==> src/rtl/uart_rx.sv <==
// 8N1 UART receiver: synchronises the RX pin, centre-samples each bit with a
// baud counter and reports either a received byte or a framing error.
module uart_rx #(
  parameter int unsigned CLK_FREQ = 50000000,
  parameter int unsigned UART_BPS = 960000
) (
  input  logic       sys_clk,
  input  logic       sys_rst_n,
  input  logic       uart_rxd,
  output logic [7:0] uart_data,
  output logic       uart_done,
  output logic       frame_err,
  output logic       uart_busy
);

  localparam int unsigned CNT_W   = 16;
  localparam int unsigned DATA_W  = 8;
  localparam int unsigned BIT_W   = 3;
  localparam int unsigned BPS_CNT = CLK_FREQ / UART_BPS;
  localparam int unsigned HALF    = BPS_CNT / 2;

  localparam logic [CNT_W-1:0] CNT_HALF = CNT_W'(HALF);
  localparam logic [CNT_W-1:0] CNT_LAST = CNT_W'(BPS_CNT - 1);
  localparam logic [BIT_W-1:0] BIT_LAST = BIT_W'(DATA_W - 1);

  typedef enum logic [1:0] {
    IDLE,
    START,
    DATA,
    STOP
  } state_t;

  state_t              state_q, state_n;
  logic [CNT_W-1:0]    clk_cnt_q, clk_cnt_n;
  logic [BIT_W-1:0]    bit_cnt_q, bit_cnt_n;
  logic [DATA_W-1:0]   shift_q, shift_n;
  logic [DATA_W-1:0]   data_q, data_n;
  logic                done_q, done_n;
  logic                ferr_q, ferr_n;
  logic                busy_q, busy_n;

  logic rxd_d0, rxd_d1, rxd_prev;
  logic rxd_s;
  logic start_edge;

  // Two-flop synchroniser plus one delay stage for falling-edge detection
  always_ff @(posedge sys_clk or negedge sys_rst_n) begin
    if (!sys_rst_n) begin
      rxd_d0   <= 1'b1;
      rxd_d1   <= 1'b1;
      rxd_prev <= 1'b1;
    end else begin
      rxd_d0   <= uart_rxd;
      rxd_d1   <= rxd_d0;
      rxd_prev <= rxd_d1;
    end
  end

  assign rxd_s      = rxd_d1;
  assign start_edge = !rxd_s && rxd_prev;

  // State and datapath registers
  always_ff @(posedge sys_clk or negedge sys_rst_n) begin
    if (!sys_rst_n) begin
      state_q   <= IDLE;
      clk_cnt_q <= '0;
      bit_cnt_q <= '0;
      shift_q   <= '0;
      data_q    <= '0;
      done_q    <= 1'b0;
      ferr_q    <= 1'b0;
      busy_q    <= 1'b0;
    end else begin
      state_q   <= state_n;
      clk_cnt_q <= clk_cnt_n;
      bit_cnt_q <= bit_cnt_n;
      shift_q   <= shift_n;
      data_q    <= data_n;
      done_q    <= done_n;
      ferr_q    <= ferr_n;
      busy_q    <= busy_n;
    end
  end

  // Next-state and next-output logic
  always_comb begin
    state_n   = state_q;
    clk_cnt_n = clk_cnt_q + CNT_W'(1);
    bit_cnt_n = bit_cnt_q;
    shift_n   = shift_q;
    data_n    = data_q;
    done_n    = 1'b0;
    ferr_n    = 1'b0;

    unique case (state_q)
      IDLE: begin
        clk_cnt_n = '0;
        if (start_edge) begin
          state_n = START;
        end
      end

      START: begin
        // A line already back high at mid-start is treated as noise
        if (clk_cnt_q == CNT_HALF && rxd_s) begin
          state_n   = IDLE;
          clk_cnt_n = '0;
        end else if (clk_cnt_q == CNT_LAST) begin
          state_n   = DATA;
          clk_cnt_n = '0;
          bit_cnt_n = '0;
        end
      end

      DATA: begin
        if (clk_cnt_q == CNT_HALF) begin
          shift_n[bit_cnt_q] = rxd_s;
        end
        if (clk_cnt_q == CNT_LAST) begin
          clk_cnt_n = '0;
          if (bit_cnt_q == BIT_LAST) begin
            state_n = STOP;
          end else begin
            bit_cnt_n = bit_cnt_q + BIT_W'(1);
          end
        end
      end

      STOP: begin
        // Return at mid-stop so a back-to-back start edge is not missed
        if (clk_cnt_q == CNT_HALF) begin
          state_n   = IDLE;
          clk_cnt_n = '0;
          if (rxd_s) begin
            data_n = shift_q;
            done_n = 1'b1;
          end else begin
            ferr_n = 1'b1;
          end
        end
      end

      default: begin
        state_n   = IDLE;
        clk_cnt_n = '0;
      end
    endcase

    busy_n = (state_n != IDLE);
  end

  assign uart_data = data_q;
  assign uart_done = done_q;
  assign frame_err = ferr_q;
  assign uart_busy = busy_q;

endmodule

==> config.mk <==
export PLATFORM = sky130hd
export DESIGN_NAME = uart_rx
export DESIGN_NICKNAME = d
export VERILOG_FILES = /design/src/rtl/uart_rx.sv
export SDC_FILE = /design/constraint.sdc
export NUM_CORES = 1
export LEC_CHECK = 0
export CORE_ASPECT_RATIO = 1.5
export CORE_MARGIN = 2
export CORE_UTILIZATION = 40
export CTS_CLUSTER_DIAMETER = 60
export DETAILED_ROUTE_END_ITERATION = 8
export GPL_ROUTABILITY_DRIVEN = 0
export PLACE_DENSITY = 0.58
export SYNTH_ARGS = -nofsm -noshare
export SYNTH_HDL_FRONTEND = slang
export SYNTH_SLANG_ARGS = --single-unit
==> constraint.sdc <==
create_clock -name sys_clk -period 6.24 [get_ports sys_clk]
set_clock_uncertainty 0.2 [all_clocks]
set_input_delay 1.56 -clock sys_clk [delete_from_list [all_inputs] [get_ports sys_clk]]
set_output_delay 1.56 -clock sys_clk [all_outputs]
set_load 0.02 [all_outputs]
==> flow_metrics.tcl <==
set metrics [dict create \
    status "finished clean" \
    slowest_stage "clkdlybuf4s50_1" \
    postSynth.asyncResetShare 1.000 \
    ys_seq_area_frac 0.5269 \
    cp_slowest_stage_delay_ps 610 \
    layout_common_cells "40 x dfrtp_1, 16 x mux2_2, 15 x a21oi_1" \
    pin_count 14 \
    cellLeakagePower_nw 1.038 \
    path_buf_inv 1 \
    critical_path.top_delay_family "buffers and inverters" \
    slew_viol_final 0 \
    post-cts-setup-buffers 0 \
    path_max_fanout 2 \
    die_area_sq_mm 0.005724 \
    drtPass1Iterations 4 \
    clk_pin_slew_ps 80 \
    clock-root-buffer "clkbuf_8" \
    cap_violations 0 \
    grtUsageTotal 0.1563 \
    reg2reg_depth 4 \
    startpoint_type "flop" \
    drt-initial-drc-count 60 \
    cp.depth 1 \
    areaGrowthSynthToFinish_pct 15.02 \
    setup_tns_ps 0 \
    vias_per_cell 5.563 \
    synthCells 182 \
    netlist_area_sq_mm 0.002049 \
    final_nets 201 \
    setup_ws_ps 3229 \
    postCtsHoldBufs 0 \
    tightestPinTransition_ps 916.3 \
    grt_antenna_before_repair 0 \
    cts_tree "done" \
    die_y_um 91.67 \
    hold_slack_ps 159.2 \
    path_class "flop to output port" \
    io_buffers 13 \
    synth_fp_nets 189 \
    cts_max_level 2 \
    wl_per_cell_um 15.18 \
    critPathCaptureType "output port" \
    irDropWorstVdd_v 0.0001641 \
    grt_max_degree 44 \
    layout_min_cycle_time_ps 3011 \
    synth_cell_types 32 \
    timing.final.hold_violations 0 \
    required_ps 4480 \
    dp_hpwl_um 2821 \
    synth_top_area_frac 0.4884 \
    synth_seq_cells 43 \
    min_path_type "flop to flop" \
    final_common_cell "dfrtp_1" \
    finalWirelength_um 3961 \
    crit_chain "clkdlybuf4s50_1" \
    grt_pass1_wl_um 7107 \
    synth.avg_cell_area_sq_um 11.26 \
    ys_warn_count 0 \
    clk_latency_ps 300 \
    grt_overflow_total 0 \
    powerDensity_mw_per_mm2 272.1 \
    grt_pass1_vias 1552 \
    coreArea_sq_mm 0.004887 \
    cts_sinks 43 \
    fmax_mhz 332.1 \
    synth_edf_count 0 \
    drc 0 \
    dp_slack_ps 3544 \
    cts_max_path_buffers 2 \
    cp.arrival_ps 1250 \
    fp-row-count 31 \
    report.final.setup_viol 0 \
    cts.repair.resized 0 \
    synth_ff_type "dfrtp_1" \
    vias 1452 \
    n_antenna_cell 0 \
    finalCritPeriodShare 0.4826 \
    dieWidth_um 62.45 \
    antenna_left 0 \
    cts_buffers 5 \
    synth_top_area_cell "dfrtp_1" \
    whs_path_depth 0 \
    ys_top_cells_by_area "dfrtp_1 49%, mux2_2 8.8%, dfstp_2 3.8%" \
    maxSlewHeadroom 0.3892 \
    rsz0062_at_grt "false" \
    initial_core_util 0.4194 \
    drive_above_1_share 0.1692 \
]
==> state kept, by name (all words and copies together) (netlist names), 2 cells and up <==
| signal | count |
|---|---|
| bit_cnt_q | 3 |
| uart_data | 8 |
| shift_q | 8 |
| state_q | 2 |
| clk_cnt_q | 16 |
==> path summary, 6_finish.rpt <==
| kind | endpoint | slack (ps) | startpoint |
|---|---|---|---|
| setup / recovery | uart_data[1] | 3230 | uart_data[1] |
| hold / removal | rxd_d1 | 160 | rxd_d0 |
| setup reg to reg | clk_cnt_q[13] | 3660 | clk_cnt_q[9] |
| hold reg to reg | rxd_d1 | 160 | rxd_d0 |
| max in group asynchronous | clk_cnt_q[5] | 4080 | sys_rst_n |
| min in group asynchronous | uart_data[1] | 1190 | sys_rst_n |
==> area by class of cell <==
class	instances	area (sq um)
multi-input combinational	124	910.9
tap	66	82.58
clock inverter	2	60.06
timing repair buffer	13	125.1
sequential	43	1080
inverter	7	26.28
clock buffer	6	72.57
fill	488	2530
==> per-layer routing <==
metal  track usage  share of wire  vias to the layer above
met2        0.2921           0.56                       23
met4       0.06111          0.021                        0
met1        0.1695           0.39                      730
met3       0.03313          0.027                        7
met5             0              0                        -
li1              -              -                      692
==> kinds of logic after synthesis <==
kind of cell / after synthesis / share of synthesized area
AND/OR/NAND/NOR: 58 / 0.1813
flip-flops: 43 / 0.5269
AO/OA/AOI/OAI: 35 / 0.1038
multiplexers: 16 / 0.08791
buffers and inverters: 15 / 0.02870
XOR/XNOR: 11 / 0.04701
adder cells (fa/ha/maj): 4 / 0.02442
==> synth_stat cells (3+ instances only) <==
cell type and count:
dfstp_2 3, nand4_1 9, a22oi_1 4, a21oi_1 15
xor2_1 9, mux2_2 16, clkbuf_1 6, nor2_1 7
or3_1 3, and4_1 6, o21ai_0 10, nor3_1 5
nand2_1 6, nand3_1 10, inv_1 7, dfrtp_1 40
ha_1 4
==> per-stage QoR <==
| stage | area, sq um | power [mW] | std cells | utilization |
|---|---|---|---|---|
| floorplan | 2049 | 0.3713 | 182 | - |
| global placement | 2225 | 0.3890 | 253 | 0.4552 |
| detailed placement | 2225 | 0.3940 | 253 | 0.4552 |
| CTS | 2357 | 0.6503 | 261 | 0.4823 |
| global route | 2357 | 0.6796 | 261 | 0.4823 |
| finish | 2357 | 0.6414 | 261 | 0.4823 |
==> report_power, final <==
part / switching [mW] / leakage [nW] / internal (mW) / total [mW]
registers: 0.0278 / 0.575 / 0.298 / 0.325
logic: 0.0373 / 0.397 / 0.0250 / 0.0623
clock network: 0.0937 / 0.0654 / 0.160 / 0.254
total: 0.159 / 1.04 / 0.482 / 0.641
No activity file was read; power rests on OpenSTA's default activity.
